$ cat src/rtl/regfile_write_arbiter.sv
// rtl/regfile_write_arbiter.sv - round-robin arbiter sharing the register-file write port between two producers
//
// regarb_fifo: one requester's write queue.
//   clk, reset         clock, asynchronous active-high reset
//   inValid/inReady    enqueue handshake; inReady = !full (count-based only)
//   inReg/inData       destination register / data; X31 entries are accepted but dropped
//   pop                dequeue the head when non-empty
//   notEmpty           queue holds at least one entry
//   headReg/headData   head entry
//   probeReg1/2, probeHit1/2   (REGARB_HAZARD_EN only) any live entry targets probeRegN
//
// regfile_write_arbiter: top level.
//   clk, reset                   clock, asynchronous active-high reset
//   req0_valid/ready/reg/data    writeback-stage requester
//   req1_valid/ready/reg/data    multi-cycle execution unit requester
//   RegWrite, WriteRegister, WriteData   registered register-file write port
//   busy                         any queue non-empty or a write on the port
//   ReadRegister1/2, hazard1/2   (REGARB_HAZARD_EN only) pending-write detection for reads
//
// Optional feature macro: REGARB_HAZARD_EN.

module regarb_fifo #(
    parameter int DEPTH = 4
) (
    input  logic        clk,
    input  logic        reset,
    input  logic        inValid,
    output logic        inReady,
    input  logic [4:0]  inReg,
    input  logic [63:0] inData,
    input  logic        pop,
    output logic        notEmpty,
    output logic [4:0]  headReg,
    output logic [63:0] headData
`ifdef REGARB_HAZARD_EN
    ,
    input  logic [4:0]  probeReg1,
    input  logic [4:0]  probeReg2,
    output logic        probeHit1,
    output logic        probeHit2
`endif
);

    localparam int PW = $clog2(DEPTH);
    localparam int CW = PW + 1;

    logic [4:0]    regMem  [DEPTH];
    logic [63:0]   dataMem [DEPTH];
    logic [PW-1:0] wrPtr;
    logic [PW-1:0] rdPtr;
    logic [CW-1:0] count;
    logic          full;
    logic          accept;
    logic          push;
    logic          doPop;

    // Readiness looks only at the stored count, never at pop, so there is no
    // path from the arbiter's grant back to the requester handshake.
    assign full     = (count == CW'(DEPTH));
    assign inReady  = !full;
    assign notEmpty = (count != '0);
    assign accept   = inValid && inReady;
    // Writes to X31 complete the handshake but are never stored.
    assign push     = accept && (inReg != 5'd31);
    assign doPop    = pop && notEmpty;
    assign headReg  = regMem[rdPtr];
    assign headData = dataMem[rdPtr];

    // Storage needs no reset: the count alone decides which slots are live.
    always_ff @(posedge clk) begin
        if (push) begin
            regMem[wrPtr]  <= inReg;
            dataMem[wrPtr] <= inData;
        end
    end

    always_ff @(posedge clk or posedge reset) begin
        if (reset) begin
            wrPtr <= '0;
            rdPtr <= '0;
            count <= '0;
        end else begin
            if (push) begin
                wrPtr <= wrPtr + 1'b1;
            end
            if (doPop) begin
                rdPtr <= rdPtr + 1'b1;
            end
            case ({push, doPop})
                2'b10:   count <= count + 1'b1;
                2'b01:   count <= count - 1'b1;
                default: count <= count;
            endcase
        end
    end

`ifdef REGARB_HAZARD_EN
    logic [DEPTH-1:0] live;
    logic [DEPTH-1:0] hit1;
    logic [DEPTH-1:0] hit2;

    // Slot i is live when its distance from the read pointer (mod DEPTH)
    // is below the count.
    for (genvar i = 0; i < DEPTH; i++) begin : g_slot
        logic [PW-1:0] offs;
        assign offs    = PW'(i) - rdPtr;
        assign live[i] = ({1'b0, offs} < count);
        assign hit1[i] = live[i] && (regMem[i] == probeReg1);
        assign hit2[i] = live[i] && (regMem[i] == probeReg2);
    end

    assign probeHit1 = |hit1;
    assign probeHit2 = |hit2;
`endif

endmodule

module regfile_write_arbiter #(
    parameter int DEPTH = 4
) (
    input  logic        clk,
    input  logic        reset,
    input  logic        req0_valid,
    output logic        req0_ready,
    input  logic [4:0]  req0_reg,
    input  logic [63:0] req0_data,
    input  logic        req1_valid,
    output logic        req1_ready,
    input  logic [4:0]  req1_reg,
    input  logic [63:0] req1_data,
    output logic        RegWrite,
    output logic [4:0]  WriteRegister,
    output logic [63:0] WriteData,
    output logic        busy
`ifdef REGARB_HAZARD_EN
    ,
    input  logic [4:0]  ReadRegister1,
    input  logic [4:0]  ReadRegister2,
    output logic        hazard1,
    output logic        hazard2
`endif
);

    logic        notEmpty0;
    logic        notEmpty1;
    logic [4:0]  head0Reg;
    logic [4:0]  head1Reg;
    logic [63:0] head0Data;
    logic [63:0] head1Data;
    logic        pop0;
    logic        pop1;
    logic        grantValid;
    logic        grantSel;
    logic        lastGrant;

`ifdef REGARB_HAZARD_EN
    logic q0Hit1;
    logic q0Hit2;
    logic q1Hit1;
    logic q1Hit2;
`endif

    regarb_fifo #(
        .DEPTH(DEPTH)
    ) u_fifo0 (
        .clk      (clk),
        .reset    (reset),
        .inValid  (req0_valid),
        .inReady  (req0_ready),
        .inReg    (req0_reg),
        .inData   (req0_data),
        .pop      (pop0),
        .notEmpty (notEmpty0),
        .headReg  (head0Reg),
        .headData (head0Data)
`ifdef REGARB_HAZARD_EN
        ,
        .probeReg1(ReadRegister1),
        .probeReg2(ReadRegister2),
        .probeHit1(q0Hit1),
        .probeHit2(q0Hit2)
`endif
    );

    regarb_fifo #(
        .DEPTH(DEPTH)
    ) u_fifo1 (
        .clk      (clk),
        .reset    (reset),
        .inValid  (req1_valid),
        .inReady  (req1_ready),
        .inReg    (req1_reg),
        .inData   (req1_data),
        .pop      (pop1),
        .notEmpty (notEmpty1),
        .headReg  (head1Reg),
        .headData (head1Data)
`ifdef REGARB_HAZARD_EN
        ,
        .probeReg1(ReadRegister1),
        .probeReg2(ReadRegister2),
        .probeHit1(q1Hit1),
        .probeHit2(q1Hit2)
`endif
    );

    // grantSel: 0 selects requester 0, 1 selects requester 1. With both
    // queues occupied the requester not served last wins; otherwise the
    // single occupied queue is served.
    assign grantValid = notEmpty0 || notEmpty1;
    assign grantSel   = (notEmpty0 && notEmpty1) ? !lastGrant : notEmpty1;
    assign pop0       = grantValid && !grantSel;
    assign pop1       = grantValid && grantSel;

    // lastGrant resets to 1 so requester 0 wins the first contended cycle.
    // WriteRegister/WriteData hold when idle; only RegWrite drops.
    always_ff @(posedge clk or posedge reset) begin
        if (reset) begin
            RegWrite      <= 1'b0;
            WriteRegister <= 5'd0;
            WriteData     <= 64'd0;
            lastGrant     <= 1'b1;
        end else begin
            RegWrite <= grantValid;
            if (grantValid) begin
                WriteRegister <= grantSel ? head1Reg  : head0Reg;
                WriteData     <= grantSel ? head1Data : head0Data;
                lastGrant     <= grantSel;
            end
        end
    end

    assign busy = notEmpty0 || notEmpty1 || RegWrite;

`ifdef REGARB_HAZARD_EN
    // X31 reads never stall: the register is hardwired to zero.
    assign hazard1 = (ReadRegister1 != 5'd31) &&
                     (q0Hit1 || q1Hit1 || (RegWrite && (WriteRegister == ReadRegister1)));
    assign hazard2 = (ReadRegister2 != 5'd31) &&
                     (q0Hit2 || q1Hit2 || (RegWrite && (WriteRegister == ReadRegister2)));
`endif

endmodule

$ cat config.mk
export PLATFORM = sky130hd
export DESIGN_NAME = regfile_write_arbiter
export DESIGN_NICKNAME = d
export VERILOG_FILES = /design/src/rtl/regfile_write_arbiter.sv
export SDC_FILE = /design/constraint.sdc
export NUM_CORES = 1
export LEC_CHECK = 0
export ABC_AREA = 1
export BUFFER_PORTS_ARGS = -buffer_cell sky130_fd_sc_hd__buf_4
export CAP_MARGIN = 10
export CORE_AREA = 2 2 229 209
export CTS_BUF_LIST = sky130_fd_sc_hd__clkbuf_4 sky130_fd_sc_hd__clkbuf_8
export DETAILED_ROUTE_END_ITERATION = 10
export DIE_AREA = 0 0 231 211
export PLACE_DENSITY = 0.75
export SLEW_MARGIN = 20
export SYNTH_ARGS = -nofsm -noshare
export SYNTH_HDL_FRONTEND = slang
export SYNTH_SLANG_ARGS = --single-unit
export TNS_END_PERCENT = 20
$ cat constraint.sdc
create_clock -name clk -period 4.9 [get_ports clk]
set_input_delay 0.98 -clock clk [delete_from_list [all_inputs] [get_ports clk]]
set_output_delay 0.98 -clock clk [all_outputs]
set_load 0.005 [all_outputs]
==> After elaboration in Yosys (flattened, before gate mapping) <==
Memory sizes are Yosys's and may differ from the RTL's.
Cells that the tools add are included.
{ "totals": {"reg_bits": 85, "out_inout_bits": 73, "wordCells": 58, "ramBits": 552, "input_bits": 142, "n_memories": 4} }
{ "mem_list": {"columns": ["memory", "words", "width", "read_ports", "rd_ports_with_merged_regs", "wr", "line_no", "rtl"], "rows": [
  ["u_fifo0.dataMem", 4, 64, 1, 0, 1, "48", "logic [63:0] dataMem [DEPTH];"],
  ["u_fifo1.dataMem", 4, 64, 1, 0, 1, "48", null],
  ["u_fifo0.regMem", 4, 5, 1, 0, 1, "47", "logic [4:0] regMem [DEPTH];"],
  ["u_fifo1.regMem", 4, 5, 1, 0, 1, "47", null]
]} }
{ "op_classes": {"n_addsub": 8, "mux": 9, "n_reduce_logical": 19, "eq_ne": 8} }
{ "op_table": {"columns": ["op", "n"], "rows": [
  ["two-way mux 64 bit", 1],
  ["case mux 3 bit (2 select lines)", 2],
  ["!= test 5 bit (second input constant)", 2],
  ["logical AND 1 bit", 9],
  ["adder 2 x 1 -> 2 bit (second input constant)", 4],
  ["adder 3 x 1 -> 3 bit (second input constant)", 2],
  ["== test 3 bit (second input constant)", 2],
  ["nonzero test 3 bit", 2],
  ["subtractor 3 x 1 -> 3 bit (second input constant)", 2],
  ["two-way mux 1 bit", 5],
  ["two-way mux 5 bit", 1],
  ["== test 2 x 1 -> 1 bit (second input constant)", 2],
  ["== test 2 bit (second input constant)", 2],
  ["logical NOT 1 bit", 4],
  ["nonzero test 2 bit", 2],
  ["logical OR 1 bit", 2]
]} }

==> Logic depth before layout (Yosys ltp) <==
Gate-level depths: netlist (run 1).
{ "depth": {"depth_word": 8, "mapped_depth": 12, "depth_no_buf": 12} }

==> By module <==
Synthesis (run 1) repeated with hierarchy kept, for this count alone.
{ "hier_totals": {"cells_unflattened": 1981, "area_unflattened_um2": 26113.8} }
{ "by_module_without_submodules": {"columns": ["mod", "n_inst", "seq_area_each_um2", "area_each_um2", "cells_per_inst"], "rows": [
  ["regarb_fifo", 2, 8463.1, 11194.5, 725],
  ["regfile_write_arbiter", 1, 1778.0, 3724.8, 531]
]} }

==> Least setup slack after synthesis (run 1) <==
Ideal clock, no wire load.
{ "synth_timing": {"kind": "in2reg", "start": "input port req1_reg[0]", "end": "memory u_fifo1.dataMem[0][0] (enable)", "path_buffers": 0, "cell_stages": 3, "arrival_ns": 4.134, "setup_time_ns": 0.497, "slack_ns": 0.270, "t_required_ns": 4.403, "cell_sequence": "nand3_1 > o211ai_2 > nor2_1"} }
{ "synth_between": {"elab_chain_cells": 4} }
{ "synth_lines": {"columns": ["item", "line_no", "rtl"], "rows": [
  ["start, declared", "129", "input logic [4:0] req1_reg,"],
  ["!= test 5 bit", "64", "assign push = accept && (inReg != 5'd31);"],
  ["logical AND 1 bit", "64", null],
  ["two-way mux 1 bit", "71", "if (push) begin"],
  ["two-way mux 1 bit (not written as such)", "73", "dataMem[wrPtr] <= inData;"],
  ["end, declared", "48", null]
]} }
Every way passes these cells.

==> Worst setup path in the final report (run 1) <==
{ "layout_timing": {"start": "register u_fifo1.rdPtr[0]", "end": "register WriteData[59]"} }
{ "layout_between": {"elab_chain_cells": 2} }
{ "layout_lines": {"columns": ["item", "line_no", "rtl"], "rows": [
  ["start, declared", "50", "logic [PW-1:0] rdPtr;"],
  ["start signal, assigned", "87", "rdPtr <= rdPtr + 1'b1;"],
  ["memory (4 x 64 bit)", null, null],
  ["two-way mux 64 bit", "227", "WriteData <= grantSel ? head1Data : head0Data;"],
  ["end signal, assigned", "227", null],
  ["end, declared", "133", "output logic [63:0] WriteData,"]
]} }
Every way passes these cells.
A chain may end at the register's enable or synchronous reset.

==> results of run 1 <==
-- state kept, by name, indices dropped and copies added, names as in the netlist, 3 cells and up --
name and flops:
u_fifo1.count 3, u_fifo0.dataMem 256, WriteRegister 5, u_fifo0.count 3, u_fifo1.regMem 20, WriteData 64, u_fifo1.dataMem 256, u_fifo0.regMem 20
-- cells by family (layout without fill, tap and decap cells) --
group,count (synthesis),count (layout)
fa+ha+maj,12,12
compound gates,12,12
flops,637,637
xor+xnor,8,8
simple gates,1342,1342
buf+inv,240,541
other cells,0,3
-- stage by stage --
| stage | util | power, W | std cells | worst slack [ns] |
|---|---|---|---|---|
| 3_5_place_dp | 0.600 | 0.0147 | 2985 | 1.72 |
| 2_1_floorplan | - | 0.0123 | 2251 | 0.270 |
| 4_1_cts | 0.644 | 0.0192 | 3168 | 1.70 |
| 5_1_grt | 0.644 | 0.0203 | 3170 | 1.42 |
| 6_report | 0.645 | 0.0191 | 3171 | 1.62 |
| 3_3_place_gp | 0.600 | 0.0145 | 2985 | 1.81 |
-- report_power, final --
part	internal, W	switching, W
logic	0.00204	0.00461
registers	0.00731	0.000652
clock network	0.00252	0.00200
total	0.0119	0.00726
-- cells in the final DEF, fill, tap and decap left out, types with 9 or more instances in the layout --
cell,instances
ha_1,10
clkbuf_4,45
or2_1,11
buf_4,233
nand2_1,960
nand3_1,349
dfrtp_1,80
nor2_4,9
clkbuf_8,111
inv_1,113
clkinv_2,13
edfxtp_1,552
clkinv_1,10
-- cell type report --
type	instances	area (um2)
flip-flops and latches	637	18700
fillers	3456	16400
multi-input cells	1374	5920
clock buffers	156	1870
repair buffers	237	1830
well taps	616	771
inverters	121	463
clock inverters	27	189
diodes	3	7.51
-- worst max-delay path: stages (launching register included) --
cell and delay (ns):
dfrtp_4 0.82, clkinv_2 0.83, buf_4 0.64, nand2_1 0.18, nand3_1 0.09, nand2_1 0.21, nand2_1 0.11, nand3_1 0.11
nand2_1 0.07
-- layer usage --
layer  vias to the layer above  track usage  routed length [um]
met5                         -            0                  84
met3                       119       0.0638                6080
met4                        12       0.0879                1620
met1                      8181        0.379               26400
met2                       781        0.366               27800
li1                       7982            -                   -
-- worst max-delay path by stage --
stage	slack (ns)	end	depth (start not counted)
4_1_cts	1.70	WriteData[22]	9
6_report	1.62	WriteData[59]	8
3_3_place_gp	1.81	u_fifo0.regMem[0][2]	5
2_1_floorplan	0.27	u_fifo1.dataMem[0][0]	3
5_1_grt	1.42	WriteData[59]	8
3_5_place_dp	1.72	WriteData[59]	8
==> run metrics, run 1 <==
Nets=2623; # IOs=215; R2R cell count=8; DR pass1 iterations=5; Clock Path Buffers=3; worst vdd ir=0.368 mV; Critical Path AT=3.83 ns; largest net degree at the start of global routing=88; leakage power=12.3 nW; mux cell area share after synthesis=0; TritonCTS clock tree=built; setup_tns=0 ns; crit-path max FO=84; Seq cells post-synth=637; Adder-Cell Fraction of Synth Area=0.00643; share of layout cells above drive strength 1=0.174; Synth Area in Compound Gates=0.00292; hold buffer count at CTS=0; first-pass GRT wire length=93600 um; PwrDens=643 nW/um2; number of hold violations in the final report=0; post-synthesis xor/xnor area fraction=0.00273; routability congestion estimate from global placement=0.891; grt ovf=0; Crit. Startpoint=u_fifo1.rdPtr[0]; Die W=231 um; placed inst area=27700 um2; syn_area_per_cell=11.4 um2; Core Box Area=46200 um2; final instance area=29800 um2; Slew @ Worst Pin=1.03 ns; Seq/Total Area, Yosys=0.728; Die Area=48700 um2; Post-Syn Nets=2405; number of remaining DRC errors=0; buffers added on ports=214; die height=211 um; post-cts repair resize count=0; WHS=0.421 ns; RSZ-0062 raised after global routing=no; Netlist cell types=28; Vias=17075; Final Cycle Share=0.670; Root Buffer=clkbuf_8; critical path type=flip-flop to flip-flop; Worst EP required=5.45 ns; antenna violations before repair=9; Post-Synth Simple-Gate Area=0.216; initial DRC count=1995; Max Cap Viol=0; CP Capture Type=flip-flop; largest family of logic cells by synthesized area=simple AND/OR/NAND/NOR gates; Min-Delay Path Class=input pin to async pin; status=complete, no violations; synthesized instance count=2251; Routed WL per cell=19.6 um; min Tclk post-route=3.28 ns; max-slew violation count=0; clk sinks=637; Critical R2R Launch=u_fifo1.rdPtr[0]; top_reg_cell synth=edfxtp_1; Initial Util=0.556; area delta synth->final=15.8%; area leader, netlist=edfxtp_1; post-route ant nets=0; postcts setup bufs=0; flop2flop setup slack=1.62 ns; worst clock skew=0.0281 ns; synth warn=0; Final setup viols=0; number of global-route vias before repair=16119; DR vias/cell=5.38; Clock Pin Slew Worst Setup and Hold Paths=0.06 ns; H-Tree Depth=3; post-synth top area share=0.645; Critical R2R Capture=WriteData[59]; clock latency on the worst-skew pair=0.67 ns; relative slew slack=0.315; CP startpoint kind=flip-flop; GRT Total Usage=0.254; total wire length=62000 um; top-count cell post-synth=nand2_1; fmax=304 MHz; async set-reset flop share out of synthesis=0.133; top cells by area, synth=edfxtp_1, nand2_1, dfrtp_1, nand3_1, inv_1; Num CTS Buffers=98; Post-Synthesis Cell Area=25700 um2; row count=75; Post-synth top cells=nand2_1, edfxtp_1, nand3_1; DPL Wire Length=38100 um; number of enable flip-flop cells after synthesis=552
(Power assumes the default switching activity.)
==> run 2, diff against run 1 <==
==> constraint.sdc (replaced) <==
create_clock -name clk -period 3.04 [get_ports clk]
set_input_delay 0.608 -clock clk [delete_from_list [all_inputs] [get_ports clk]]
set_output_delay 0.608 -clock clk [all_outputs]
set_load 0.005 [all_outputs]
==> run metrics, run 2 (synthesis results as in run 1) <==
# IOs=215 (unchanged); H-Tree Depth=3 (unchanged); Levels on crit path=6 (-2); crit-path max FO=3 (-96%); Critical Path AT=2.00 ns (-1.83 ns); Worst EP required=2.43 ns (-3.02 ns); Slowest cell on crit path=dfrtp_1; hold buffer count at CTS=0 (unchanged); Clock Pin Slew Worst Setup and Hold Paths=0.06 ns (about the same); Clock Path Buffers=3 (unchanged); area delta synth->final=16.5%; antenna violations before repair=7 (-2); Largest regs=u_fifo0.dataMem: 256 flops, u_fifo1.dataMem: 256 flops, WriteData: 64 flops; Buf/Inv on CP=2 (unchanged); critical path type=flip-flop to output port; RSZ-0062 raised after global routing=no; GRT Total Usage=0.249 (-0.00505); Die W=231 um (unchanged); total wire length=60600 um (-2.3%); Non-Filler Instances=3184 (+0.41%); Final Cycle Share=0.858; Root Buffer=clkbuf_8; worst vdd ir=0.699 mV (+90%); CP startpoint kind=flip-flop; fmax=383 MHz; clock latency on the worst-skew pair=0.67 ns (about the same); Final setup viols=0 (unchanged); number of hold violations in the final report=0 (unchanged); grt met2 use=0.361 (-0.00497); DR pass1 iterations=6 (+1); status=complete, no violations; initial DRC count=1676 (-16%); share of layout cells above drive strength 1=0.173 (-0.00107); setup_tns=0 ns (unchanged); GRT met3 Usage=0.0626 (-0.00121); DR vias/cell=5.33 (-1.0%); die height=211 um (unchanged); Num CTS Buffers=99 (+1.0%); max-slew violation count=0 (unchanged); Die Area=48700 um2 (unchanged); buffers added on ports=214 (unchanged); PwrDens=1030 nW/um2 (+59%); relative slew slack=0.386 (+0.0713); worst clock skew=0.0308 ns (+0.00272 ns); Slew @ Worst Pin=0.920 ns (-0.107 ns); number of remaining DRC errors=0 (unchanged); leakage power=12.3 nW (+0.40%); fillers=3449 (-0.20%); Min-Delay Path Class=input pin to async pin; clk sinks=637 (unchanged); CP Capture Type=output port; Vias=16973 (-0.60%); row count=75 (unchanged); Core Box Area=46200 um2 (unchanged); CP top delay family=simple AND/OR/NAND/NOR gates; CP max stage delay=0.41 ns (-0.42 ns); R2R cell count=11 (+3); first-pass GRT wire length=91300 um (-2.4%); grt ovf=0 (unchanged); Routed WL per cell=19.0 um (-2.7%); DP Cell Count=2999 (+0.47%); crit path cell chain=nor2_2, nand2_2, nor2_4, inv_2, or2_2, buf_4; commonest non-fill, non-tap cell in the layout=nand2_1; Initial Util=0.556 (unchanged); Nets=2638 (+0.57%); pre-CTS worst setup slack=0.672 ns (-1.05 ns); global route hottest layer=met1; routability congestion estimate from global placement=0.846 (-5.1%); largest net degree at the start of global routing=155 (+76%); post-route ant nets=0 (unchanged); number of global-route vias before repair=16070 (-0.30%); Max Cap Viol=0 (unchanged); most frequent cells in the layout=nand2_1, edfxtp_1, nand3_1; post-cts repair resize count=0 (unchanged); DPL Wire Length=37500 um (-1.7%); Setup WS post-layout=0.432 ns (-1.18 ns); TritonCTS clock tree=built; met1 usage=0.365 (-0.0136); min Tclk post-route=2.61 ns; postcts setup bufs=0 (unchanged)
-- run 2: tightest hold or removal path, cell delays in order --
cell,delay (ns)
buf_4,0.11
clkinv_2,0.05
buf_12,0.35
-- run 2: worst paths after layout --
check,endpoint,slack [ns],from
worst max-delay path,busy,0.43,u_fifo0.count[0]
worst min-delay path,WriteData[4],0.02,reset
worst max register to register,u_fifo0.count[2],0.87,u_fifo1.count[1]
worst min register to register,WriteData[62],0.48,WriteData[62]
max in group asynchronous,u_fifo1.rdPtr[0],2.56,reset
min in group clk,u_fifo0.dataMem[1][2],0.14,req0_data[2]
-- run 2: final cells by class --
type	instances	area [um2]	share of cell area
timing repair buffer	251	2110	0.0705
tap	616	771	0.0257
clock buffer	144	1760	0.0589
inverter	121	460	0.0154
clock inverter	35	184	0.00614
multi-input combinational	1374	5920	0.198
antenna	6	15.0	0.000502
sequential	637	18700	0.625
-- run 2: per-stage QoR --
stage	utilization	hold WS [ns]	total power [W]	cell area (um2)
6_report	0.648	0.0222	0.0307	29900
5_1_grt	0.648	0.0630	0.0326	29900
4_1_cts	0.648	0.0132	0.0308	29900
3_5_place_dp	0.606	0.467	0.0238	28000
3_3_place_gp	0.606	0.468	0.0235	28000
2_1_floorplan	-	0.453	0.0197	25700
-- run 2: routing by layer --
layer | vias up | wire length (um)
met1 | 8158 | 25900
met5 | - | 41
met2 | 702 | 27100
li1 | 8011 | -
met4 | 6 | 1770
met3 | 96 | 5800
-- run 2: power breakdown --
group | total, W | internal, W | switching [W]
combinational | 0.0113 | 0.00354 | 0.00772
clock | 0.00697 | 0.00379 | 0.00318
sequential | 0.0125 | 0.0118 | 0.000705
==> run 3, diff against run 2 <==
--- a/config.mk
+++ b/config.mk
@@ -8,11 +8,13 @@
 export ABC_AREA = 1
 export BUFFER_PORTS_ARGS = -buffer_cell sky130_fd_sc_hd__buf_4
 export CAP_MARGIN = 10
-export CORE_AREA = 2 2 229 209
+export CELL_PAD_IN_SITES_DETAIL_PLACEMENT = 2
+export CELL_PAD_IN_SITES_GLOBAL_PLACEMENT = 2
+export CORE_AREA = 2 2 264 240
 export CTS_BUF_LIST = sky130_fd_sc_hd__clkbuf_4 sky130_fd_sc_hd__clkbuf_8
 export DETAILED_ROUTE_END_ITERATION = 10
-export DIE_AREA = 0 0 231 211
-export PLACE_DENSITY = 0.75
+export DIE_AREA = 0 0 266 242
+export PLACE_DENSITY_LB_ADDON = 0.1
 export SLEW_MARGIN = 20
 export SYNTH_ARGS = -nofsm -noshare
 export SYNTH_HDL_FRONTEND = slang
==> run metrics, run 3 (synthesis results as in run 1) <==
first-pass GRT wire length=123000 um (+35%); Min-Delay Path Class=input pin to flip-flop; die height=242 um (+15%); Die Area=64400 um2 (+32%); fillers=6197 (+80%); number of remaining DRC errors=0 (unchanged); Clock Pin Slew Worst Setup and Hold Paths=0.06 ns (about the same); CP startpoint kind=flip-flop; max-slew violation count=0 (unchanged); Non-Filler Instances=3385 (+6.3%); PwrDens=1070 nW/um2 (+4.7%); Root Buffer=clkbuf_8; Clock power frac=0.237 (+0.010); share of layout cells above drive strength 1=0.175 (+0.00157); relative slew slack=0.369 (-0.0171); worst clock skew=0.0214 ns (-0.00944 ns); power share of the combinational group=0.371 (+0.004); number of hold violations in the final report=0 (unchanged); Clock Path Buffers=3 (unchanged); Critical Path AT=2.03 ns (+0.03 ns); routability congestion estimate from global placement=0.763 (-9.8%); Final setup viols=0 (unchanged); Final Util=0.490 (-0.159); # IOs=215 (unchanged); Psw=0.0131 W (+13%); worst vdd ir=0.608 mV (-13%); leakage power=12.4 nW (+0.62%); TritonCTS clock tree=built; DR pass1 iterations=5 (-1); clock latency on the worst-skew pair=0.71 ns (+0.04 ns); GRT Total Usage=0.257 (+0.00796); Num CTS Buffers=105 (+6.1%); Reg power frac=0.392 (-0.014); H-Tree Depth=3 (unchanged); Hold Crit Start=req0_data[23]; min Tclk post-route=2.64 ns (+0.0296 ns); grt ovf=0 (unchanged); buffers added on ports=214 (unchanged); DPL Wire Length=52400 um (+40%); Largest regs=u_fifo0.dataMem: 256 flops, u_fifo1.dataMem: 256 flops, WriteData: 64 flops; Setup WS post-layout=0.402 ns (-0.0296 ns); status=complete, no violations; Critical R2R Capture=u_fifo0.count[2]; Hold Path End=u_fifo0.dataMem[1][23]; DP Cell Count=3186 (+6.2%); crit-path max FO=3 (unchanged); postcts setup bufs=0 (unchanged); Vias=17662 (+4.1%); Slew @ Worst Pin=0.946 ns (+0.0256 ns); post-route ant nets=0 (unchanged); total wire length=82000 um (+35%); flop2flop setup slack=0.75 ns (-0.12 ns); Core Box Area=61800 um2 (+34%); Routed WL per cell=24.2 um (+27%); most frequent cells in the layout=nand2_1, edfxtp_1, nand3_1; critical path type=flip-flop to output port; fmax=379 MHz (-1.1%); RSZ-0062 raised after global routing=no; area delta synth->final=17.9%; largest net degree at the start of global routing=140 (-9.7%); Worst EP required=2.43 ns (about the same); Final Cycle Share=0.868 (+0.00975); switch share=0.404 (+0.0261); Hold Crit Depth=1; DR vias/cell=5.22 (-2.1%); post-cts repair resize count=0 (unchanged); clk sinks=637 (unchanged); antenna violations before repair=7 (unchanged); number of global-route vias before repair=19499 (+21%); initial DRC count=1278 (-24%); Int Pwr=0.0194 W (+1.4%); Critical R2R Launch=u_fifo1.count[1]; Die W=266 um (+15%); row count=87 (+16%); R2R cell count=11 (unchanged); CP Capture Type=output port; Nets=2647 (+0.34%); pre-CTS worst setup slack=0.701 ns (+0.0290 ns); Max Cap Viol=0 (unchanged); Initial Util=0.416 (-0.141); commonest non-fill, non-tap cell in the layout=nand2_1
-- run 3: cell types whose count changed in the layout (fill, tap and decap cells not counted), moves of 3 or more --
cell       previous run  this run
clkinv_1             21        30
buf_12               18        13
buf_4               233       240
bufinv_16             1         4
-- run 3: critical path, cell delays in order, from the launching register on --
cell and delay (ns):
dfrtp_1 0.42, nor2_2 0.16, nand2_2 0.14, nor2_4 0.14, inv_2 0.06, or2_2 0.27
buf_4 0.14
-- run 3: area by class of cell --
type,count,area [um2],share of cell area
clock inverters,49,327,0.0108
well taps,801,1000,0.0331
inverters,121,463,0.0153
diodes,5,12.5,0.000413
multi-input cells,1374,5920,0.195
repair buffers,254,2070,0.0684
clock buffers,144,1780,0.0586
flip-flops and latches,637,18700,0.618
-- run 3: per-layer routing --
layer	global-route usage	part of all wire
met5	0	0.00037
met4	0.0724	0.022
met1	0.359	0.46
met2	0.411	0.47
met3	0.0493	0.047
-- run 3: timing repair --
item | in CTS | in global routing
endpoints found under the hold margin | 39 | 0
setup endpoints to repair | 0 | 0
hold buffers | 1 | 0
-- run 3: worst max-delay path by stage --
stage	endpoint	slack [ns]	startpoint	depth (start not counted)
2_1_floorplan	u_fifo0.dataMem[0][0]	-0.09	req0_reg[3]	3
4_1_cts	busy	0.32	u_fifo0.count[0]	6
3_3_place_gp	u_fifo1.count[2]	0.71	req1_reg[1]	9
5_1_grt	busy	0.27	u_fifo0.count[0]	6
6_report	busy	0.40	u_fifo0.count[0]	6
3_5_place_dp	u_fifo1.count[2]	0.70	req1_reg[0]	9
-- run 3: power groups by stage --
stage	clock network (W)	registers, W	logic, W
3_3_place_gp	0	0.0127	0.0114
3_5_place_dp	0	0.0129	0.0121
2_1_floorplan	0	0.0125	0.00717
5_1_grt	0.00821	0.0129	0.0134
6_report	0.00769	0.0127	0.0121
4_1_cts	0.00786	0.0128	0.0122
-- run 3: per-stage QoR --
step	area, um2	power, W	setup TNS [ns]	hold WS (ns)
floorplan	25700	0.0197	-52.03	0.453
global placement	28200	0.0242	0	0.465
detailed placement	28200	0.0250	0	0.471
CTS	30300	0.0328	0	0.0163
global route	30300	0.0346	0	0.0315
finish	30300	0.0325	0	0.0961
